## src/rtl/fnd_pkg.sv

```systemverilog
// fnd_pkg: shared state encoding and source constants for the FND display arbiter
package fnd_pkg;
    typedef enum logic [1:0] {IDLE = 2'd0, SHOW = 2'd1, ALERT = 2'd2} state_e;
    localparam logic [1:0] ALERT_SRC = 2'd3;
    localparam int NUM_NORMAL_SRC = 3;
endpackage

```

## src/rtl/fnd_display_arbiter_if.sv

```systemverilog
// fnd_display_arbiter_if: source requests/values in, display value and selection out
interface fnd_display_arbiter_if;
    logic [3:0]  src_req;
    logic [15:0] src_value0;
    logic [15:0] src_value1;
    logic [15:0] src_value2;
    logic [15:0] src_value3;
    logic        btn_next;
    logic        auto_rotate;
    logic [15:0] fnd_value;
    logic        fnd_blank;
    logic [1:0]  sel_src;
    logic        sel_valid;
    modport master (
        output src_req, src_value0, src_value1, src_value2, src_value3, btn_next, auto_rotate,
        input  fnd_value, fnd_blank, sel_src, sel_valid
    );
    modport slave (
        input  src_req, src_value0, src_value1, src_value2, src_value3, btn_next, auto_rotate,
        output fnd_value, fnd_blank, sel_src, sel_valid
    );
endinterface

```

## src/rtl/fnd_rr_pick.sv

```systemverilog
// fnd_rr_pick: next requesting normal source strictly after cur (wrapping 2->0), else cur itself
module fnd_rr_pick
    import fnd_pkg::*;
(
    input  logic [NUM_NORMAL_SRC-1:0] req,
    input  logic [1:0]                cur,
    output logic [1:0]                next,
    output logic                      found
);
    logic [3:0] req_x;
    logic [1:0] c1;
    logic [1:0] c2;
    assign req_x = {1'b0, req};
    assign c1    = (cur == 2'd2) ? 2'd0 : cur + 2'd1;
    assign c2    = (cur == 2'd0) ? 2'd2 : cur - 2'd1;
    assign found = req_x[c1] | req_x[c2] | req_x[cur];
    assign next  = req_x[c1] ? c1 : req_x[c2] ? c2 : cur;
endmodule

```

## src/rtl/fnd_display_arbiter.sv

```systemverilog
// fnd_display_arbiter: shares the FND display between three rotating sources and a blinking alert source
module fnd_display_arbiter
    import fnd_pkg::*;
#(
    parameter int DWELL_CYCLES = 200_000_000,
    parameter int BLINK_HALF   = 25_000_000
) (
    input logic                  clk,
    input logic                  reset_n,
    fnd_display_arbiter_if.slave bus
);
    localparam int DW = $clog2(DWELL_CYCLES);
    localparam int BW = $clog2(BLINK_HALF);
    localparam logic [DW-1:0] DWELL_LAST = DW'(DWELL_CYCLES - 1);
    localparam logic [BW-1:0] BLINK_LAST = BW'(BLINK_HALF - 1);
    localparam logic [1:0] S_IDLE  = IDLE;
    localparam logic [1:0] S_SHOW  = SHOW;
    localparam logic [1:0] S_ALERT = ALERT;

    logic [1:0]    state;
    logic [1:0]    state_nx;
    logic [1:0]    cur;
    logic [1:0]    cur_nx;
    logic [1:0]    pick;
    logic          found;
    logic          cur_req;
    logic          adv;
    logic [DW-1:0] dwell_cnt;
    logic [DW-1:0] dwell_nx;
    logic [BW-1:0] blink_cnt;
    logic [15:0]   value_nx;

    fnd_rr_pick u_pick (
        .req  (bus.src_req[NUM_NORMAL_SRC-1:0]),
        .cur  (cur),
        .next (pick),
        .found(found)
    );

    assign cur_req = bus.src_req[cur];
    assign adv     = bus.btn_next || (bus.auto_rotate && dwell_cnt == DWELL_LAST) || !cur_req;

    // alert preempts everything; leaving alert prefers cur, otherwise IDLE/SHOW rotate through the picker
    always_comb begin
        state_nx = state;
        cur_nx   = cur;
        if (bus.src_req[ALERT_SRC]) begin
            state_nx = S_ALERT;
        end else if (state == S_ALERT) begin
            state_nx = (cur_req || found) ? S_SHOW : S_IDLE;
            cur_nx   = cur_req ? cur : pick;
        end else if (state == S_IDLE || adv) begin
            state_nx = found ? S_SHOW : S_IDLE;
            cur_nx   = pick;
        end
    end

    // dwell counter: frozen through alert, runs only while staying on a source with auto_rotate set
    always_comb begin
        dwell_nx = (state_nx == S_ALERT) ? dwell_cnt :
                   (state == S_SHOW && state_nx == S_SHOW && !adv && bus.auto_rotate) ? dwell_cnt + 1'b1 : '0;
        value_nx = (state_nx == S_ALERT) ? bus.src_value3 :
                   (state_nx == S_IDLE)  ? 16'h0000 :
                   (cur_nx == 2'd0)      ? bus.src_value0 :
                   (cur_nx == 2'd1)      ? bus.src_value1 : bus.src_value2;
    end

    // state, counters and registered display outputs
    always_ff @(posedge clk or negedge reset_n) begin
        if (!reset_n) begin
            state         <= S_IDLE;
            cur           <= 2'd0;
            dwell_cnt     <= '0;
            blink_cnt     <= '0;
            bus.fnd_value <= 16'h0000;
            bus.fnd_blank <= 1'b1;
            bus.sel_src   <= 2'd0;
            bus.sel_valid <= 1'b0;
        end else begin
            state         <= state_nx;
            cur           <= cur_nx;
            dwell_cnt     <= dwell_nx;
            blink_cnt     <= (state == S_ALERT && state_nx == S_ALERT && blink_cnt != BLINK_LAST) ? blink_cnt + 1'b1 : '0;
            bus.fnd_blank <= (state_nx == S_IDLE) ? 1'b1 :
                             (state_nx == S_SHOW) ? 1'b0 :
                             (state == S_ALERT)   ? bus.fnd_blank ^ (blink_cnt == BLINK_LAST) : 1'b0;
            bus.fnd_value <= value_nx;
            bus.sel_src   <= (state_nx == S_ALERT) ? ALERT_SRC : (state_nx == S_SHOW) ? cur_nx : 2'd0;
            bus.sel_valid <= state_nx != S_IDLE;
        end
    end
endmodule
```

## src/flat_wrapper.sv

```systemverilog
// flat-port wrapper written by rule: the top's interface ports become plain ports
module fnd_display_arbiter_flat import fnd_pkg::*;
#(
    parameter int DWELL_CYCLES = 200_000_000,
    parameter int BLINK_HALF   = 25_000_000
)
  (clk, reset_n, bus_src_req, bus_src_value0, bus_src_value1, bus_src_value2, bus_src_value3, bus_btn_next, bus_auto_rotate, bus_fnd_value, bus_fnd_blank, bus_sel_src, bus_sel_valid);
  fnd_display_arbiter_if bus_i ();
  input logic clk;
  input logic reset_n;
  input wire logic [$bits(bus_i.src_req)-1:0] bus_src_req;
  input wire logic [$bits(bus_i.src_value0)-1:0] bus_src_value0;
  input wire logic [$bits(bus_i.src_value1)-1:0] bus_src_value1;
  input wire logic [$bits(bus_i.src_value2)-1:0] bus_src_value2;
  input wire logic [$bits(bus_i.src_value3)-1:0] bus_src_value3;
  input wire logic [$bits(bus_i.btn_next)-1:0] bus_btn_next;
  input wire logic [$bits(bus_i.auto_rotate)-1:0] bus_auto_rotate;
  output wire logic [$bits(bus_i.fnd_value)-1:0] bus_fnd_value;
  output wire logic [$bits(bus_i.fnd_blank)-1:0] bus_fnd_blank;
  output wire logic [$bits(bus_i.sel_src)-1:0] bus_sel_src;
  output wire logic [$bits(bus_i.sel_valid)-1:0] bus_sel_valid;
  assign bus_i.src_req = bus_src_req;
  assign bus_i.src_value0 = bus_src_value0;
  assign bus_i.src_value1 = bus_src_value1;
  assign bus_i.src_value2 = bus_src_value2;
  assign bus_i.src_value3 = bus_src_value3;
  assign bus_i.btn_next = bus_btn_next;
  assign bus_i.auto_rotate = bus_auto_rotate;
  assign bus_fnd_value = bus_i.fnd_value;
  assign bus_fnd_blank = bus_i.fnd_blank;
  assign bus_sel_src = bus_i.sel_src;
  assign bus_sel_valid = bus_i.sel_valid;
  fnd_display_arbiter #(.DWELL_CYCLES(DWELL_CYCLES), .BLINK_HALF(BLINK_HALF)) u_core (.clk(clk), .reset_n(reset_n), .bus(bus_i));
endmodule
```

## config.mk

```make
export PLATFORM = sky130hd
export DESIGN_NAME = fnd_display_arbiter_flat
export DESIGN_NICKNAME = d
export VERILOG_FILES = /design/src/rtl/fnd_pkg.sv /design/src/rtl/fnd_display_arbiter_if.sv /design/src/rtl/fnd_rr_pick.sv /design/src/rtl/fnd_display_arbiter.sv /design/src/flat_wrapper.sv
export SDC_FILE = /design/constraint.sdc
export NUM_CORES = 1
export LEC_CHECK = 0
export BUFFER_PORTS_ARGS = -buffer_cell sky130_fd_sc_hd__buf_4
export CAP_MARGIN = 15
export CORE_UTILIZATION = 50
export CTS_CLUSTER_DIAMETER = 200
export DETAILED_ROUTE_END_ITERATION = 10
export PLACE_DENSITY = 0.77
export SLEW_MARGIN = 20
export SYNTH_ARGS = -nofsm -noshare
export SYNTH_HDL_FRONTEND = slang
export SYNTH_HIERARCHICAL = 1
export SYNTH_SLANG_ARGS = --single-unit
```

## constraint.sdc

```tcl
create_clock -name clk -period 2.9 [get_ports clk]
set_clock_uncertainty 0.15 [all_clocks]
set_input_delay 0.435 -clock clk [delete_from_list [all_inputs] [get_ports clk]]
set_output_delay 0.435 -clock clk [all_outputs]
set_load 0.005 [all_outputs]
```

==> results of run 1 <==
stage by stage:
stage	power [mW]	setup slack, ns	util	instances	cell area [sq um]
after floorplan	2.33	0.0175	-	453	4360
after global placement	2.77	0.0676	0.622	643	5160
after detailed placement	2.82	-0.0693	0.622	643	5160
after CTS	3.67	0.0207	0.648	660	5380
after global routing	4.03	-0.103	0.660	665	5470
final	3.84	-0.0488	0.660	665	5470
final cells by class:
| cell class | count | share of cell area |
|---|---|---|
| sequential | 77 | 0.353 |
| clock buffer | 11 | 0.0258 |
| tap | 105 | 0.0240 |
| timing repair buffer | 108 | 0.152 |
| clock inverter | 5 | 0.0110 |
| inverter | 31 | 0.0222 |
| multi-input combinational | 328 | 0.413 |
flip-flops by register name, summed over array words and instances (netlist names):
name / flops
u_core/bus.fnd_value: 16
u_core/bus.fnd_blank: 1
u_core/bus.sel_valid: 1
u_core/state: 2
u_core/blink_cnt: 25
u_core/cur: 2
u_core/bus.sel_src: 2
u_core/dwell_cnt: 28
report_power, final:
group          internal (mW)  total, mW  leakage, nW  switching (mW)
logic                  0.860       1.70         1.28           0.842
clock network          0.423      0.829       0.0995           0.406
registers               1.23       1.30         1.02          0.0751
worst max path at each step:
stage / endpoint / cells past startpoint / startpoint / slack, ns
after global placement: u_core/bus.fnd_value[1]$_DFF_PN0_ / 11 / u_core/cur[1]$_DFF_PN0_ / 0.07
after CTS: u_core/bus.fnd_value[1]$_DFF_PN0_ / 12 / u_core/cur[1]$_DFF_PN0_ / 0.02
after detailed placement: u_core/bus.fnd_value[1]$_DFF_PN0_ / 11 / u_core/cur[1]$_DFF_PN0_ / -0.07
final: u_core/bus.fnd_value[3]$_DFF_PN0_ / 11 / u_core/cur[0]$_DFF_PN0_ / -0.05
after floorplan: u_core/bus.fnd_value[5]$_DFF_PN0_ / 11 / u_core/cur[1]$_DFF_PN0_ / 0.02
after global routing: u_core/bus.fnd_value[1]$_DFF_PN0_ / 11 / u_core/cur[1]$_DFF_PN0_ / -0.10
layer usage:
layer | track usage | vias up | routed length, um
met4 | 0.0985 | 0 | 284
met5 | 0 | - | 0
met2 | 0.373 | 117 | 4750
li1 | - | 1774 | -
met1 | 0.276 | 1732 | 4210
met3 | 0.0620 | 29 | 682
logic make-up (layout without fill, tap and decap cells):
logic type,after synthesis,in the layout,share of synthesized area
AO/OA/AOI/OAI,50,50,0.103
XOR/XNOR,48,48,0.0974
adder cells (fa/ha/maj),5,5,0.0145
buffers and inverters,49,155,0.0522
flip-flops,77,77,0.447
multiplexers,24,24,0.0591
AND/OR/NAND/NOR,200,201,0.227
synth_stat cells, types with 6 or more instances:
master	number
nor3_1	13
mux2i_1	21
o21ai_0	7
and3_1	6
xor2_1	19
dfrtp_1	76
o221ai_1	8
o221ai_2	8
nand4_1	15
nor2_1	68
clkbuf_1	9
nand2_1	43
nor2b_1	7
nand3_1	18
inv_1	31
xnor2_1	29
what timing repair did:
action / in CTS / in global routing
gates resized for setup: 1 / 13
buffers inserted: 1 / 4
gates cloned: 0 / 1
setup endpoints to repair: 16 / 16
hold buffers: 0 / 0
pin swaps: 2 / 4
worst max-delay path, stage by stage (launching register included):
cell and delay (ns):
dfrtp_2 0.45, inv_4 0.07, ha_4 0.30, mux2i_4 0.23, o211ai_1 0.11, a32o_2 0.33, buf_4 0.15, o31a_1 0.12
nor3_1 0.22, mux2i_1 0.16, or2_4 0.34, o221ai_1 0.23
==> run_results.csv, run 1 <==
group,metric,value,unit
outcome,outcome,"finished, violations left",
outcome,violations,"negative setup slack",
synthesis,yosysTopAreaCell,"dfrtp_1",
finish,nFillCells,662,
setup_path,r2r_end,"u_core/bus.fnd_value[3]$_DFF_PN0_",
setup_path,rr_worst_depth,11,
route,post-route-drc-count,0,
route,ant_nets,0,
floorplan,die_x,94.9,um
setup_path,worst_ep_required_time,2.99,ns
floorplan,coreArea,8300,sq um
power_and_ir_drop,powerDensity,701,nW/um^2
grt,grt_pass1_vias,3513,
timing,drv_slew,0,
floorplan,die_h,94.9,um
synthesis,synth_seq_cells,77,
synthesis,synth_edf_count,0,
floorplan,initial_core_util,0.520,
clock_tree,clk_latency,0.35,ns
route,drt-total-wl,9930,um
power_and_ir_drop,peakVddDrop,364,uV
synthesis,yosys-top-cells-area,"dfrtp_1 44%, nor2_1 5.9%, xnor2_1 5.9%",
grt,grt-ovfl-total,0,
hold_path,hp-class,"in2async",
finish,syn_to_final_growth,26.8,%
setup_path,startpoint_type,"flop",
synthesis,dominantRegCellSynth,"dfrtp_1",
route,wl_per_cell,14.9,um
clock_tree,htreeDepth,3,
grt,antenna_found_initial,0,
setup_path,worstReg2RegStart,"u_core/cur[0]$_DFF_PN0_",
grt,grt_util_all_layers,0.226,
synthesis,synth_top_cell_area_share,0.441,
placed_design,gp_congestion,0.810,
timing,post-route-period-util,1.02,
floorplan,dieArea,9010,sq um
finish,seqCellArea,1930,sq um
finish,layout.cells.most_common,"buf_4",
clock_tree,root_buffer,"clkbuf_8",
finish,fin_nets,632,
finish,diodes,0,
setup_path,worst-setup-path-type,"reg2reg",
synthesis,synth_nets,530,
clock_tree,path_clk_slew,0.08,ns
timing,worst_slack,-0.0488,ns
timing,finalSetupTns,-0.0538,ns
route,dr.pass1.iters,4,
power_and_ir_drop,leakagePower,2.40,nW
setup_path,cp_max_fo,8,
setup_path,r2r_setup_slack,-0.05,ns
timing,min_period,2.95,ns
clock_tree,cts_buffer_depth,2,
timing,hold_slack,0.0743,ns
synthesis,avgSynthCellArea,9.53,sq um
timing,worst_pin_slew,0.940,ns
finish,multi_input_area,2260,sq um
synthesis,synth-async-reset-ratio,1.00,
timing,timing.fmax,0.339,GHz
placed_design,hpwl,7030,um
clock_tree,cts.sinks,77,
synthesis,seq_area_frac_synth,0.447,
grt,grt_pass1_wl,15800,um
route,vias_per_cell,5.49,
job,cap_violations,0,
route,vias,3652,
clock_tree,cts_tree,"yes",
synthesis,yosysWarnings,6,
floorplan,ios,92,
timing,slew_headroom,0.373,
timing,finalHoldViolations,0,
finish,most-common-layout-cells,"105 x buf_4, 74 x dfrtp_1, 68 x nor2_1",
setup_path,endpoint_kind,"flop",
clock_tree,cts_buffers,9,
timing,setup_viol,3,
synthesis,synth.distinct_cells,60,
placed_design,io_buffer_count,91,
grt,grt_max_degree,78,
floorplan,fp-row-count,33,
finish,drive_gt1_frac,0.280,
synthesis,syn_area,4320,sq um
synthesis,synth_cells,453,
route,drt_iter0_drc,95,
setup_path,arrival,3.04,ns
(Power assumes the default switching activity.)
==> run 2, diff against run 1 <==
- CORE_UTILIZATION: 50 -> 55
- PLACE_DENSITY: 0.77 -> 0.8
- clock period: 2.9 -> 3.3 ns (I/O delays scaled with it)
==> run_results.csv, run 2 (synthesis results as in run 1) <==
group,metric,value,unit
clock_tree,htreeDepth,3,
power_and_ir_drop,powerDensity,582,nW/um^2
floorplan,die_h,90.6,um
setup_path,cp_num_cells,12,
timing,rsz0062_at_grt,"false",
grt,grt_pass1_wl,16400,um
clock_tree,path_clk_slew,0.08,ns
floorplan,coreArea,7410,sq um
finish,diodes,0,
clock_tree,cts.sinks,77,
finish,most-common-layout-cells,"99 x buf_4, 76 x dfrtp_1, 68 x nor2_1",
route,drt_iter0_drc,206,
outcome,outcome,"finished, final reports clean",
grt,grt-ovfl-total,0,
setup_path,startpoint_type,"flop",
route,vias_per_cell,5.62,
placed_design,io_buffer_count,91,
hold_path,hp-class,"in2async",
setup_path,endpoint_kind,"flop",
finish,syn_to_final_growth,22.3,%
timing,worst_pin_slew,0.931,ns
setup_path,path_cells,"buf_4 -> ha_1 -> mux2_2 -> mux2i_1 -> a32o_1 -> nand2b_1 -> a211oi_2 -> o21ai_0 -> mux2i_1 -> nand2b_1 -> buf_4 -> o221ai_1",
timing,finalSetupTns,0,ns
floorplan,dieArea,8200,sq um
grt,grt_pass1_vias,3564,
finish,final_cells,648,
timing,slew_headroom,0.380,
setup_path,r2r_end,"u_core/bus.fnd_value[2]$_DFF_PN0_",
grt,grt_util_all_layers,0.252,
route,drt-total-wl,9650,um
grt,grt_max_degree,78,
clock_tree,cts_setup_buffers,0,
setup_path,rr_worst_depth,12,
route,wl_per_cell,14.9,um
timing,post-route-period-util,0.933,
setup_path,worst_ep_required_time,3.41,ns
timing,drv_slew,0,
setup_path,cp_max_fo,16,
power_and_ir_drop,leakagePower,2.34,nW
finish,layout.cells.most_common,"buf_4",
clock_tree,root_buffer,"clkbuf_8",
route,dr.pass1.iters,4,
clock_tree,cts_buffers,9,
setup_path,arrival,3.19,ns
grt,antenna_found_initial,0,
setup_path,worstReg2RegStart,"u_core/cur[0]$_DFF_PN0_",
timing,finalHoldViolations,0,
placed_design,hpwl,6900,um
finish,fin_nets,622,
clock_tree,clk_latency,0.34,ns
setup_path,worst-setup-path-type,"reg2reg",
timing,min_period,3.08,ns
clock_tree,cts_tree,"yes",
finish,nFillCells,569,
route,ant_nets,0,
route,vias,3644,
timing,setup_viol,0,
power_and_ir_drop,peakVddDrop,345,uV
finish,drive_gt1_frac,0.246,
floorplan,ios,92,
floorplan,die_x,90.6,um
placed_design,gp_congestion,0.861,
setup_path,r2r_setup_slack,0.22,ns
clock_tree,cts_buffer_depth,2,
job,cap_violations,0,
setup_path,critPathBufInv,2,
finish,top_register,"u_core/dwell_cnt",
floorplan,initial_core_util,0.583,
route,post-route-drc-count,0,
setup_path,max_stage_delay,0.36,ns
timing,timing.fmax,0.325,GHz
finish,largest_reg_flops,28,
finish,biggestRegsByFlops,"u_core/dwell_cnt x28, u_core/blink_cnt x25, u_core/bus.fnd_value x16",
setup_path,cp_top_family,"compound AO/OA/AOI/OAI gates",
setup_path,cp_slowest_cell,"mux2_2",
floorplan,fp-row-count,31,
placed_design,dp_cells,633,
## run 2: cell count changes in the layout (fill, tap and decap cells not counted), moves of 2 or more
cell and change:
inv_4 -2, ha_1 +3, buf_4 -6, ha_4 -3, mux2i_1 +2, buf_6 -2, inv_1 +2, dfrtp_1 +2
dfrtp_2 -2
## run 2: layout make-up
class,instances,area [sq um],share of cell area
multi-input combinational,327,2180,0.412
timing repair buffer,99,743,0.141
sequential,77,1930,0.365
clock inverter,4,48.8,0.00924
inverter,31,116,0.0220
tap,99,124,0.0235
clock buffer,11,141,0.0268
## run 2: worst max-delay path by stage
| stage | endpoint | slack (ns) | startpoint |
|---|---|---|---|
| after CTS | u_core/bus.fnd_value[2]$_DFF_PN0_ | 0.03 | u_core/cur[1]$_DFF_PN0_ |
| after global routing | u_core/bus.fnd_value[2]$_DFF_PN0_ | 0.03 | u_core/cur[0]$_DFF_PN0_ |
| after floorplan | u_core/bus.fnd_value[5]$_DFF_PN0_ | 0.14 | u_core/cur[1]$_DFF_PN0_ |
| after detailed placement | u_core/bus.fnd_value[2]$_DFF_PN0_ | 0.10 | u_core/cur[1]$_DFF_PN0_ |
| final | u_core/bus.fnd_value[2]$_DFF_PN0_ | 0.22 | u_core/cur[0]$_DFF_PN0_ |
| after global placement | u_core/bus.fnd_value[6]$_DFF_PN0_ | 0.29 | u_core/cur[1]$_DFF_PN0_ |
## run 2: report_power, final
part	internal, mW	switching [mW]	total (mW)	leakage (nW)
Sequential	1.08	0.0485	1.13	1.02
Combinational	0.603	0.650	1.25	1.22
Clock	0.365	0.330	0.695	0.0992
## run 2: timing repair
| item | CTS | global route |
|---|---|---|
| hold buffers | 0 | 0 |
| setup endpoints to repair | 0 | 16 |
| resized for setup | 0 | 3 |
| endpoints found under the hold margin | 0 | 0 |
## run 2: worst reg2reg max path, stage by stage (launching register included)
cell      delay (ns)
dfrtp_1         0.34
buf_4           0.20
ha_1            0.23
mux2_2          0.36
mux2i_1         0.23
a32o_1          0.33
nand2b_1        0.13
a211oi_2        0.30
o21ai_0         0.12
mux2i_1         0.14
nand2b_1        0.07
buf_4           0.20
o221ai_1        0.19
## run 2: metrics by stage
step / power, mW / area (sq um) / worst slack [ns] / util / hold slack (ns)
6_report: 3.07 / 5280 / 0.221 / 0.713 / 0.141
5_1_grt: 3.26 / 5280 / 0.0294 / 0.713 / 0.202
4_1_cts: 3.07 / 5260 / 0.0328 / 0.711 / 0.171
3_5_place_dp: 2.36 / 5070 / 0.103 / 0.685 / 0.299
3_3_place_gp: 2.32 / 5070 / 0.293 / 0.685 / 0.288
2_1_floorplan: 1.98 / 4320 / 0.141 / - / 0.0494
## run 2: per-layer routing
metal,up-vias,share of wire,GRT usage
li1,1745,-,-
met1,1750,0.40,0.303
met2,133,0.50,0.424
met3,16,0.076,0.0682
met4,0,0.019,0.105
met5,-,0,0
